==> config.mk <==
export PLATFORM = sky130hd
export DESIGN_NAME = crash_ctrl
export DESIGN_NICKNAME = d
export VERILOG_FILES = /design/src/rtl/crash_ctrl.sv
export SDC_FILE = /design/constraint.sdc
export NUM_CORES = 1
export LEC_CHECK = 0
export CELL_PAD_IN_SITES_DETAIL_PLACEMENT = 1
export CELL_PAD_IN_SITES_GLOBAL_PLACEMENT = 1
export CORE_AREA = 2 2 56 58
export CTS_BUF_LIST = sky130_fd_sc_hd__clkbuf_16
export CTS_CLUSTER_SIZE = 25
export DETAILED_ROUTE_END_ITERATION = 8
export DIE_AREA = 0 0 58 60
export PLACE_DENSITY_LB_ADDON = 0.05
export SLEW_MARGIN = 20
export SYNTH_ARGS = -nofsm -noshare
export SYNTH_HDL_FRONTEND = slang
export SYNTH_SLANG_ARGS = --single-unit
==> constraint.sdc <==
create_clock -name clk_vga -period 2.1 [get_ports clk_vga]
set_input_delay 0.42 -clock clk_vga [delete_from_list [all_inputs] [get_ports clk_vga]]
set_output_delay 0.42 -clock clk_vga [all_outputs]
set_load 0.1 [all_outputs]
==> src/rtl/crash_ctrl.sv <==
// crash_ctrl: per-pixel crash strobes, frame-aligned bomb strobe, lives/bomb
// bookkeeping, post-hit invincibility window and the IDLE/RUN/OVER game FSM.
module crash_ctrl #(
    parameter int unsigned LIVES_INIT     = 3,
    parameter int unsigned LIVES_BIT_LEN  = 2,
    parameter int unsigned BOMB_INIT      = 1,
    parameter int unsigned BOMB_MAX       = 3,
    parameter int unsigned BOMB_BIT_LEN   = 2,
    parameter int unsigned INVINC_FRAMES  = 120,
    parameter int unsigned INVINC_BIT_LEN = 7
) (
    input  logic                      clk_vga,
    input  logic                      rst_n,
    input  logic                      start_i,
    input  logic                      bomb_key_i,
    input  logic                      bomb_add_i,
    input  logic                      v_sync_i,
    input  logic                      enemy_alpha_i,
    input  logic                      bullet_alpha_i,
    input  logic                      me_alpha_i,
    output logic                      crash_enemy_bullet_o,
    output logic                      crash_me_enemy_o,
    output logic                      bomb_o,
    output logic                      en_o,
    output logic [LIVES_BIT_LEN-1:0]  lives_o,
    output logic [BOMB_BIT_LEN-1:0]   bombs_o,
    output logic                      invincible_o,
    output logic                      game_over_o
);

    localparam logic [1:0] StIdle = 2'd0;
    localparam logic [1:0] StRun  = 2'd1;
    localparam logic [1:0] StOver = 2'd2;

    localparam logic [LIVES_BIT_LEN-1:0]  LivesInit = LIVES_BIT_LEN'(LIVES_INIT);
    localparam logic [LIVES_BIT_LEN-1:0]  LivesOne  = LIVES_BIT_LEN'(1);
    localparam logic [BOMB_BIT_LEN-1:0]   BombInit  = BOMB_BIT_LEN'(BOMB_INIT);
    localparam logic [BOMB_BIT_LEN-1:0]   BombMax   = BOMB_BIT_LEN'(BOMB_MAX);
    localparam logic [INVINC_BIT_LEN-1:0] InvLoad   = INVINC_BIT_LEN'(INVINC_FRAMES);
    localparam logic [INVINC_BIT_LEN-1:0] InvOne    = INVINC_BIT_LEN'(1);

    logic [1:0]                r_state, w_state_nxt;
    logic [LIVES_BIT_LEN-1:0]  r_lives, w_lives_nxt;
    logic [BOMB_BIT_LEN-1:0]   r_bombs, w_bombs_nxt;
    logic                      r_inv, w_inv_nxt;
    logic [INVINC_BIT_LEN-1:0] r_inv_cnt, w_inv_cnt_nxt;
    logic                      r_pend, w_pend_nxt;

    logic r_vs_q, r_fs, r_start_q, r_bomb_q;

    logic w_run, w_start_rise, w_bomb_rise, w_bomb_accept, w_hit;

    assign w_run         = (r_state == StRun);
    assign w_start_rise  = start_i & ~r_start_q;
    assign w_bomb_rise   = bomb_key_i & ~r_bomb_q;
    assign w_bomb_accept = w_run & w_bomb_rise & (r_bombs != '0) & ~r_pend;

    // Crash strobes stay combinational: enemy blocks latch their index this very cycle.
    assign crash_enemy_bullet_o = enemy_alpha_i & bullet_alpha_i & w_run;
    assign crash_me_enemy_o     = enemy_alpha_i & me_alpha_i & w_run & ~r_inv;
    assign w_hit                = crash_me_enemy_o;

    assign bomb_o       = r_fs & r_pend & w_run;
    assign en_o         = w_run;
    assign game_over_o  = (r_state == StOver);
    assign lives_o      = r_lives;
    assign bombs_o      = r_bombs;
    assign invincible_o = r_inv;

    // Edge-detect history and the registered frame-start pulse.
    always_ff @(posedge clk_vga or negedge rst_n) begin
        if (!rst_n) begin
            r_vs_q    <= 1'b0;
            r_fs      <= 1'b0;
            r_start_q <= 1'b0;
            r_bomb_q  <= 1'b0;
        end else begin
            r_vs_q    <= v_sync_i;
            r_fs      <= v_sync_i & ~r_vs_q;
            r_start_q <= start_i;
            r_bomb_q  <= bomb_key_i;
        end
    end

    // Next-state logic for the FSM, lives, bombs, invincibility and pending bomb.
    always_comb begin
        w_state_nxt   = r_state;
        w_lives_nxt   = r_lives;
        w_bombs_nxt   = r_bombs;
        w_inv_nxt     = r_inv;
        w_inv_cnt_nxt = r_inv_cnt;
        w_pend_nxt    = r_pend;
        case (r_state)
            StIdle, StOver: begin
                if (w_start_rise) begin
                    w_state_nxt   = StRun;
                    w_lives_nxt   = LivesInit;
                    w_bombs_nxt   = BombInit;
                    w_inv_nxt     = 1'b0;
                    w_inv_cnt_nxt = '0;
                    w_pend_nxt    = 1'b0;
                end
            end
            StRun: begin
                if (r_fs && (r_inv_cnt != '0)) begin
                    w_inv_cnt_nxt = r_inv_cnt - InvOne;
                    if (r_inv_cnt == InvOne) begin
                        w_inv_nxt = 1'b0;
                    end
                end
                // Accept needs pend=0 and fire needs pend=1, so these never collide.
                if (bomb_o) begin
                    w_pend_nxt = 1'b0;
                end
                if (w_bomb_accept) begin
                    w_pend_nxt = 1'b1;
                    // A pickup in the same cycle replaces the bomb just used.
                    if (!bomb_add_i) begin
                        w_bombs_nxt = r_bombs - BOMB_BIT_LEN'(1);
                    end
                end else if (bomb_add_i && (r_bombs != BombMax)) begin
                    w_bombs_nxt = r_bombs + BOMB_BIT_LEN'(1);
                end
                // A hit implies not invincible, so the countdown above was idle.
                if (w_hit) begin
                    if (r_lives == LivesOne) begin
                        w_state_nxt   = StOver;
                        w_lives_nxt   = '0;
                        w_inv_nxt     = 1'b0;
                        w_inv_cnt_nxt = '0;
                        w_pend_nxt    = 1'b0;
                    end else begin
                        w_lives_nxt   = r_lives - LivesOne;
                        w_inv_nxt     = 1'b1;
                        w_inv_cnt_nxt = InvLoad;
                    end
                end
            end
            default: begin
                w_state_nxt = StIdle;
            end
        endcase
    end

    // Game state registers.
    always_ff @(posedge clk_vga or negedge rst_n) begin
        if (!rst_n) begin
            r_state   <= StIdle;
            r_lives   <= '0;
            r_bombs   <= '0;
            r_inv     <= 1'b0;
            r_inv_cnt <= '0;
            r_pend    <= 1'b0;
        end else begin
            r_state   <= w_state_nxt;
            r_lives   <= w_lives_nxt;
            r_bombs   <= w_bombs_nxt;
            r_inv     <= w_inv_nxt;
            r_inv_cnt <= w_inv_cnt_nxt;
            r_pend    <= w_pend_nxt;
        end
    end

endmodule

==> impl_metrics.tcl, run 1 <==
set metrics [dict create \
    run_status "finished clean" \
    power_density_nw_per_um2 1560 \
    routed_wl_um 3160 \
    cts_tree "done" \
    synth.area.top_cells "dfrtp_1 (43%), ha_1 (4.5%), nand2_1 (2.7%)" \
    grt_overflow 0 \
    io_pins 19 \
    cts_setup_buffers 0 \
    fmax_ghz 0.513 \
    path_clk_slew_ns 0.06 \
    start_kind "input pin" \
    cts_buffers 3 \
    end_kind "output pin" \
    clock_tree.htree_level_count 1 \
    grt_use_total_pct 21.9 \
    async_reset_ff_share_pct 100 \
    ctsHoldBuffers 0 \
    finalHoldViolations 0 \
    die_x_um 58 \
    finalSetupTns_ns 0 \
    maxCapViolations 0 \
    ys_seq_elements 19 \
    crit_type "in2out" \
    grt_max_degree 20 \
    synth_edf_count 0 \
    die_area_sq_um 3480 \
    ys_warn_count 0 \
    drive_gt1_share_pct 28.5 \
    reg2reg_from "r_inv_cnt[0]$_DFFE_PN0P_" \
    slew_headroom_pct 74.0 \
    firstDrtPassIters 4 \
    setup_violations 0 \
    post_drt_wl_per_cell_um 17.8 \
    start_util_pct 38.3 \
    syn_area_sq_um 1110 \
    grt_pass1_vias 1109 \
    synthDistinctLibCells 46 \
    cp.required_ns 1.68 \
    place.gp.congestion 0.884 \
    period_needed_ns 1.95 \
    cts_resized 0 \
    synth_cells 110 \
    area_delta_synth_final_pct 40.0 \
    drv_slew 0 \
    coreArea_sq_um 2900 \
    yosysTopAreaCell "dfrtp_1" \
    min_path_type "reg2reg" \
    synth_nets 123 \
    cts_sinks 19 \
    grt_first_pass_wirelength_um 5580 \
    placed_area_sq_um 1480 \
    synth_top_area_share_pct 42.8 \
    nets 158 \
    synth_ff_type "dfrtp_1" \
    ant_nets 0 \
    period_share_pct 92.9 \
    vias_per_cell 5.62 \
    portBuffers 18 \
    antennaDiodeCount 0 \
    yosysSeqAreaShare_pct 42.8 \
    clockBufferDepth 2 \
    vdd_drop_max_mv 0.885 \
    cellLeakagePower_nw 0.702 \
    die_y_um 60 \
    dp_hpwl_um 2360 \
    rsz0062_at_grt "no" \
    row_count 20 \
    worstHoldStart "r_vs_q$_DFF_PN0_" \
    drc 0 \
    worstPathArrival_ns 1.53 \
    antenna_found_initial 0 \
    tightest_slew_ns 0.380 \
    layout_commonest_cell "buf_4" \
    finalClockSkew_ns 0.00430 \
    postLayoutCoreUtil_pct 53.6 \
    cts_root_buf "clkbuf_16" \
    final_cell_mix "buf_4 (20), dfrtp_1 (15), nand2_1 (8), nor2_1 (8), clkdlybuf4s50_1 (8)" \
    postLayoutCellArea_sq_um 1560 \
    num_vias 994 \
    clk_latency_ns 0.26 \
    drt_first_iter_violations 16 \
    critPathMaxFanout 6 \
    avgSynthCellArea_sq_um 10.1 \
    cp-startpoint "enemy_alpha_i" \
]
-- registers in the layout (all words and copies together), names as in the netlist --
name	flops
bombs_o	2
invincible_o	1
lives_o	2
r_bomb_q	1
r_fs	1
r_inv_cnt	7
r_pend	1
r_start_q	1
r_state	2
r_vs_q	1
-- routing by layer --
metal  wire [um]  GRT usage, %  vias to the layer above  share of wire, %
li1            -             -                      478                 -
met1        1460          28.0                      496                46
met2        1570          36.4                       15                50
met3          78          4.11                        5               2.5
met4          46          8.97                        0               1.5
met5           0             0                        -                 0
-- synthesized netlist by cell type (2+ instances only) --
library cell	count
and3_1	2
or3b_1	2
nand3b_1	2
dfrtp_1	19
nand2b_1	3
nor2b_1	2
nor3b_1	2
and3b_1	2
o22ai_1	2
or3_1	2
o21ai_1	2
nand2_1	8
inv_1	5
a22o_1	2
a21oi_1	4
a31oi_1	4
inv_2	2
nor3_1	2
a21o_1	3
a2bb2oi_1	2
o22a_1	3
nor2_1	8
ha_1	4
-- report_power, final --
part | total (mW) | switching (mW) | internal [mW]
Combinational | 1.36 | 0.875 | 0.481
Clock | 0.408 | 0.152 | 0.256
Sequential | 0.657 | 0.158 | 0.498
-- worst max-delay path, cell delays in order --
cell	delay [ns]
clkdlybuf4s50_1	0.48
and3b_1	0.21
nand2_1	0.12
inv_4	0.12
buf_12	0.18
-- cells by family after synthesis --
kind of cell | after synthesis | synth area share, %
flip-flops | 19 | 42.8
AND/OR/NAND/NOR | 45 | 25.5
AO/OA/AOI/OAI | 30 | 21.2
multiplexers | 2 | 1.91
adder cells (fa/ha/maj) | 4 | 4.50
buffers and inverters | 10 | 4.17
-- worst paths after layout --
check / to / slack (ns) / cells after the start
setup / recovery: crash_me_enemy_o / 0.15 / 5
hold / removal: r_fs$_DFF_PN0_ / 0.40 / 1
setup reg to reg: r_inv_cnt[3]$_DFFE_PN0P_ / 0.21 / 6
hold reg to reg: r_fs$_DFF_PN0_ / 0.40 / 1
max in group asynchronous: lives_o[1]$_DFFE_PN0P_ / 1.37 / 2
min in group asynchronous: invincible_o$_DFFE_PN0P_ / 0.50 / 2
-- layout make-up --
cell class	count	area [sq um]
fill	321	1350
multi-input combinational	81	592
sequential	19	480
timing repair buffer	33	330
clock buffer	3	75.1
tap	33	41.3
inverter	7	31.3
clock inverter	1	5.00
-- through the flow --
stage	power (mW)	hold slack (ns)	setup slack [ns]	cells
after global placement	1.98	0.386	0.000949	173
final	2.42	0.399	0.149	177
after CTS	2.43	0.401	0.145	177
after detailed placement	2.01	0.393	-0.0512	173
after floorplan	1.60	0.124	0.00910	110
after global routing	2.58	0.417	0.0542	177
(Power assumes the default switching activity.)
==> run 2, diff against run 1 <==
- ABC_AREA: default -> 1
- CAP_MARGIN: default -> 20
- CORE_AREA: 2 2 56 58 -> 2 2 58 60
- DIE_AREA: 0 0 58 60 -> 0 0 60 62
==> run 2 against run 1 <==
Against the previous run:
- cell count up 21%
- cell area shrank 3.4%
- register-to-register slack better by 0.32 ns
- sequential share of layout area is 0.83 points higher
- sequential cell count unchanged
- hold slack worse by 0.0023 ns
- clock skew fell by 0.0016 ns
- non-clock buffer count shrank 12
- worst setup slack improved by 0.032 ns
- synthesized cell count up 31%
- total power increased by 1.8%
- clock power is 2% lower
- critical path type unchanged
==> impl_metrics.tcl, run 2 <==
set metrics [dict create \
    postLayoutCellArea_sq_um 1500 \
    fmax_ghz 0.521 \
    finalSetupTns_ns 0 \
    synth_edf_count 0 \
    place_ws_ns 0.171 \
    path_clk_slew_ns 0.06 \
    antenna_found_initial 0 \
    cts_tree "done" \
    final_cells 215 \
    yosysTopAreaCell "dfrtp_1" \
    ant_nets 0 \
    total_power_mw 2.46 \
    antennaDiodeCount 0 \
    synth.most_common_cell "nand2_1" \
    dpl.cell_count 211 \
    fill_cells 396 \
    finalClockSkew_ns 0.00270 \
    nets 183 \
    grt_use_total_pct 18.1 \
    setup_violations 0 \
    crit_chain "clkdlybuf4s50_1 -> inv_1 -> nor2_1 -> nand3_4 -> clkinvlp_4 -> buf_12" \
    holdPathStages 1 \
    power_density_nw_per_um2 1640 \
    regArea_sq_um 477 \
    cts_buffers 3 \
    cp_top_family "buffers and inverters" \
    placed_area_sq_um 1420 \
    num_vias 1040 \
    tightest_slew_ns 0.417 \
    drc 0 \
    critPathMaxFanout 4 \
    path_buf_inv 4 \
    maxCapViolations 0 \
    reg2reg_from "r_state[1]$_DFFE_PN0P_" \
    grt_max_degree 12 \
    area_delta_synth_final_pct 34.2 \
    synth_ff_type "dfrtp_1" \
    vias_per_cell 4.84 \
    synth_top_cells_by_count "nand2_1 (37), inv_1 (20), nand3_1 (20)" \
    synth_nets 157 \
    worstPathArrival_ns 1.50 \
    place.gp.congestion 0.766 \
    regMostFlops "r_inv_cnt" \
    slowest_delay_ns 0.46 \
    grt_pass1_vias 1075 \
    cp-startpoint "me_alpha_i" \
    routed_wl_um 2870 \
    final.setup.worst_slack_ns 0.181 \
    layout_commonest_cell "nand2_1" \
    dp_hpwl_um 2270 \
    largest_register_ff_count 7 \
    post_drt_wl_per_cell_um 13.3 \
    coreArea_sq_um 3180 \
    synth_cells 144 \
    die_y_um 62 \
    clock_tree.htree_level_count 1 \
    avgSynthCellArea_sq_um 7.78 \
    die_area_sq_um 3720 \
    cts_resized 0 \
    ys_seq_elements 19 \
    whs_ns 0.397 \
    postLayoutCoreUtil_pct 47.3 \
    reg2reg_slack_ns 0.53 \
    start_kind "input pin" \
    synthDistinctLibCells 18 \
    grt_first_pass_wirelength_um 4910 \
    period_needed_ns 1.92 \
    clk_latency_ns 0.25 \
    vdd_drop_max_mv 0.445 \
    yosysSeqAreaShare_pct 42.5 \
    clockBufferDepth 2 \
    async_reset_ff_share_pct 100 \
    firstDrtPassIters 4 \
    final_cell_mix "nand2_1 (37), nand3_1 (20), inv_1 (19)" \
    drive_gt1_share_pct 17.2 \
    ctsHoldBuffers 0 \
    reg2reg_depth 10 \
    cts_setup_buffers 0 \
    row_count 21 \
    die_x_um 60 \
    worstHoldStart "r_vs_q$_DFF_PN0_" \
    io_pins 19 \
    multi_input_area_sq_um 561 \
    portBuffers 18 \
    period_share_pct 91.4 \
    syn_area_sq_um 1120 \
    end_kind "output pin" \
    regToRegEndpoint "r_inv_cnt[2]$_DFFE_PN0P_" \
    finalHoldViolations 0 \
    drt_first_iter_violations 31 \
    grt_overflow 0 \
    cp.required_ns 1.68 \
    slew_headroom_pct 72.1 \
    synth_top_area_share_pct 42.5 \
    rsz0062_at_grt "no" \
    min_path_type "reg2reg" \
    drv_slew 0 \
    start_util_pct 35.2 \
    hold_path_end "r_fs$_DFF_PN0_" \
    cts_sinks 19 \
    synth.area.top_cells "dfrtp_1 (42%), nand2_1 (12%), nand3_1 (8.9%)" \
    crit_type "in2out" \
    cellLeakagePower_nw 0.747 \
    ys_warn_count 0 \
    critPathSlowestCell "clkdlybuf4s50_1" \
    cts_root_buf "clkbuf_16" \
    run_status "finished clean" \
]
run 2: power breakdown:
part           internal (mW)  switching (mW)  leakage (nW)
clock network          0.256           0.145        0.0409
registers              0.500           0.116         0.226
logic                  0.428            1.02         0.480
run 2: worst max path at each step:
| stage | end | cells past startpoint |
|---|---|---|
| after floorplan | bomb_o | 3 |
| final | crash_me_enemy_o | 6 |
| after detailed placement | r_inv_cnt[0]$_DFFE_PN0P_ | 9 |
| after global routing | crash_me_enemy_o | 6 |
| after CTS | crash_me_enemy_o | 6 |
| after global placement | crash_me_enemy_o | 6 |
run 2: cell families after synthesis:
family          after synthesis  share of synthesized area [%]
xor+xnor                      2                           1.56
buf+inv                      21                           7.49
compound gates               10                           5.14
flops                        19                           42.5
fa+ha+maj                     4                           4.47
simple gates                 88                           38.9
run 2: metal layers:
metal / track usage [%] / part of all wire, % / vias to the layer above
li1: - / - / 516
met1: 21.2 / 44 / 502
met2: 31.8 / 50 / 15
met3: 3.31 / 3.0 / 7
met4: 8.89 / 2.4 / 0
met5: 0 / 0 / -
run 2: layout make-up:
type / count / area share [%]
Inverter: 21 / 5.83
Clock inverter: 1 / 0.333
Clock buffer: 3 / 5.00
Sequential cell: 19 / 31.7
Tap cell: 46 / 3.83
Timing Repair Buffer: 21 / 16.0
Multi-Input combinational cell: 104 / 37.3
run 2: worst reg2reg max path, stage by stage, from the launching register on:
cell and delay (ns):
dfrtp_1 0.36, inv_1 0.13, nand2_4 0.15, inv_6 0.14, nand3_4 0.08, buf_4 0.18, nand2_4 0.09, nand2_4 0.09
nand2_4 0.13, nand2_1 0.06, o21ai_0 0.08
==> RTL edit (config.mk and constraints of run 1) <==
Add an input register stage for `bullet_alpha_i`, without a reset; this delays it by one clock. The other inputs are not delayed to match.
--- a/src/rtl/crash_ctrl.sv
+++ b/src/rtl/crash_ctrl.sv
@@ -39,6 +39,12 @@
     localparam logic [INVINC_BIT_LEN-1:0] InvLoad   = INVINC_BIT_LEN'(INVINC_FRAMES);
     localparam logic [INVINC_BIT_LEN-1:0] InvOne    = INVINC_BIT_LEN'(1);
 
+    logic bullet_alpha_q;
+
+    always_ff @(posedge clk_vga) begin
+        bullet_alpha_q <= bullet_alpha_i;
+    end
+
     logic [1:0]                r_state, w_state_nxt;
     logic [LIVES_BIT_LEN-1:0]  r_lives, w_lives_nxt;
     logic [BOMB_BIT_LEN-1:0]   r_bombs, w_bombs_nxt;
@@ -56,7 +62,7 @@
     assign w_bomb_accept = w_run & w_bomb_rise & (r_bombs != '0) & ~r_pend;
 
     // Crash strobes stay combinational: enemy blocks latch their index this very cycle.
-    assign crash_enemy_bullet_o = enemy_alpha_i & bullet_alpha_i & w_run;
+    assign crash_enemy_bullet_o = enemy_alpha_i & bullet_alpha_q & w_run;
     assign crash_me_enemy_o     = enemy_alpha_i & me_alpha_i & w_run & ~r_inv;
     assign w_hit                = crash_me_enemy_o;
 
Function: changed (Yosys sat finds a counterexample within 4 cycles, from zero or initial values and one cycle with rst_n low).
==> RTL edit against run 1 <==
- wire length fell by 3.1%
- setup slack got worse by 0.049 ns
- design area fell by 2.2%
- fmax fell by 2.4%
- utilization fell by 1.2 points
- power rose by 11%
- die area did not move
- sequential power rose by 4.0%
- sequential cell count rose by 1
- combinational power rose by 8%
- non-clock buffer count fell by 3
- first-iteration DRC count rose by 31%
- synthesized area fell by 2.9%
- critical endpoint is now r_inv_cnt[2]$_DFFE_PN0P_
==> RTL edit: results (changes against run 1) <==
- Status: completed
- Leakage: 0.700 nW (-0.22%)
- Met3 usage: 0.0476 (+0.00649)
- Worst-Margin Slew: 0.583 ns (+0.203 ns)
- GP Congestion: 0.813 (-8.0%)
- Global-route met1 utilization: 0.255 (-0.0249)
- Post-synthesis mux area share: 0.0197 (+0.000577)
- Sequential portion of the cell area: 0.327 (+0.0184)
- Highest net fanout along the worst path: 3 (-3)
- Grt met2 use: 0.370 (+0.00649)
- Clock skew: 0.00375 ns (-0.000556 ns)
- Number of global-route vias before repair: 1,085 (-2.2%)
- Crit path DAT: 2.13 ns (+0.60 ns)
- Most frequent cells after synthesis: dfrtp_1, inv_1, nor2_1
- Layout clock area frac: 0.0691 (+0.0176)
- DR iter-0 viols: 21 (+5)
- Adder-cell share of the synthesized area: 0.0464 (+0.00136)
- Register area share after synthesis: 0.459 (+0.0315)
- Synth cell types: 40 (-13%)
- Final #Nets: 156 (-1.3%)
- CP top delay family: compound AO/OA/AOI/OAI gates
- Non-clk buf share: 0.202 (-0.0101)
- Compound-Gate Fraction of Synth Area: 0.223 (+0.0110)
- CP startpoint: start_i
- RR Endpoint: r_inv_cnt[6]$_DFFE_PN0P_
- Crit path capture: r_inv_cnt[2]$_DFFE_PN0P_
- Multi-input gates: 78 (-3.7%)
- Layout cell share with drive strength beyond 1: 0.232 (-0.0523)
- Area of the multi-input gates: 532 sq um (-10%)
- Hold WS: 0.398 ns (-0.00111 ns)
- Drt total wl: 3060 microns (-3.1%)
- Non-CTS inverters: 10 (+3)
- Post-DP HPWL: 2260 microns (-4.3%)
- R2R setup slack: 0.17 ns (-0.04 ns)
- Register bit total from synthesis: 20 (+1)
- Vias/cell: 5.74 (+2.3%)
- Non-CTS buffers: 30 (-9.1%)
- Largest cells by area after synthesis: dfrtp_1, ha_1, o22a_1, inv_1, a31oi_1
- Place WS: -0.127 ns (-0.0758 ns)
## RTL edit: cell types whose count changed after synthesis, moves of 3 or more
cell	change
o21ai_0	+3
nor3_1	+3
nand2_1	-3
inv_1	+5
## RTL edit: cell families after synthesis
group,after synthesis
buffers and inverters,12
adder cells (fa/ha/maj),4
AND/OR/NAND/NOR,38
AO/OA/AOI/OAI,34
flip-flops,20
multiplexers,2
## RTL edit: per-stage QoR
step                std cells  instance area [sq um]
floorplan                 110                   1080
global placement          171                   1420
detailed placement        171                   1420
CTS                       175                   1520
global route              175                   1520
finish                    175                   1520
## RTL edit: power breakdown
group / switching, mW / internal, mW / total (mW)
Sequential: 0.159 / 0.524 / 0.683
Combinational: 0.960 / 0.514 / 1.47
Clock: 0.147 / 0.378 / 0.525
## RTL edit: layer usage
layer  routed length, microns  vias to the layer above
li1                         -                      476
met1                     1320                      509
met2                     1580                       16
met3                      121                        4
met4                       33                        0
met5                        0                        -
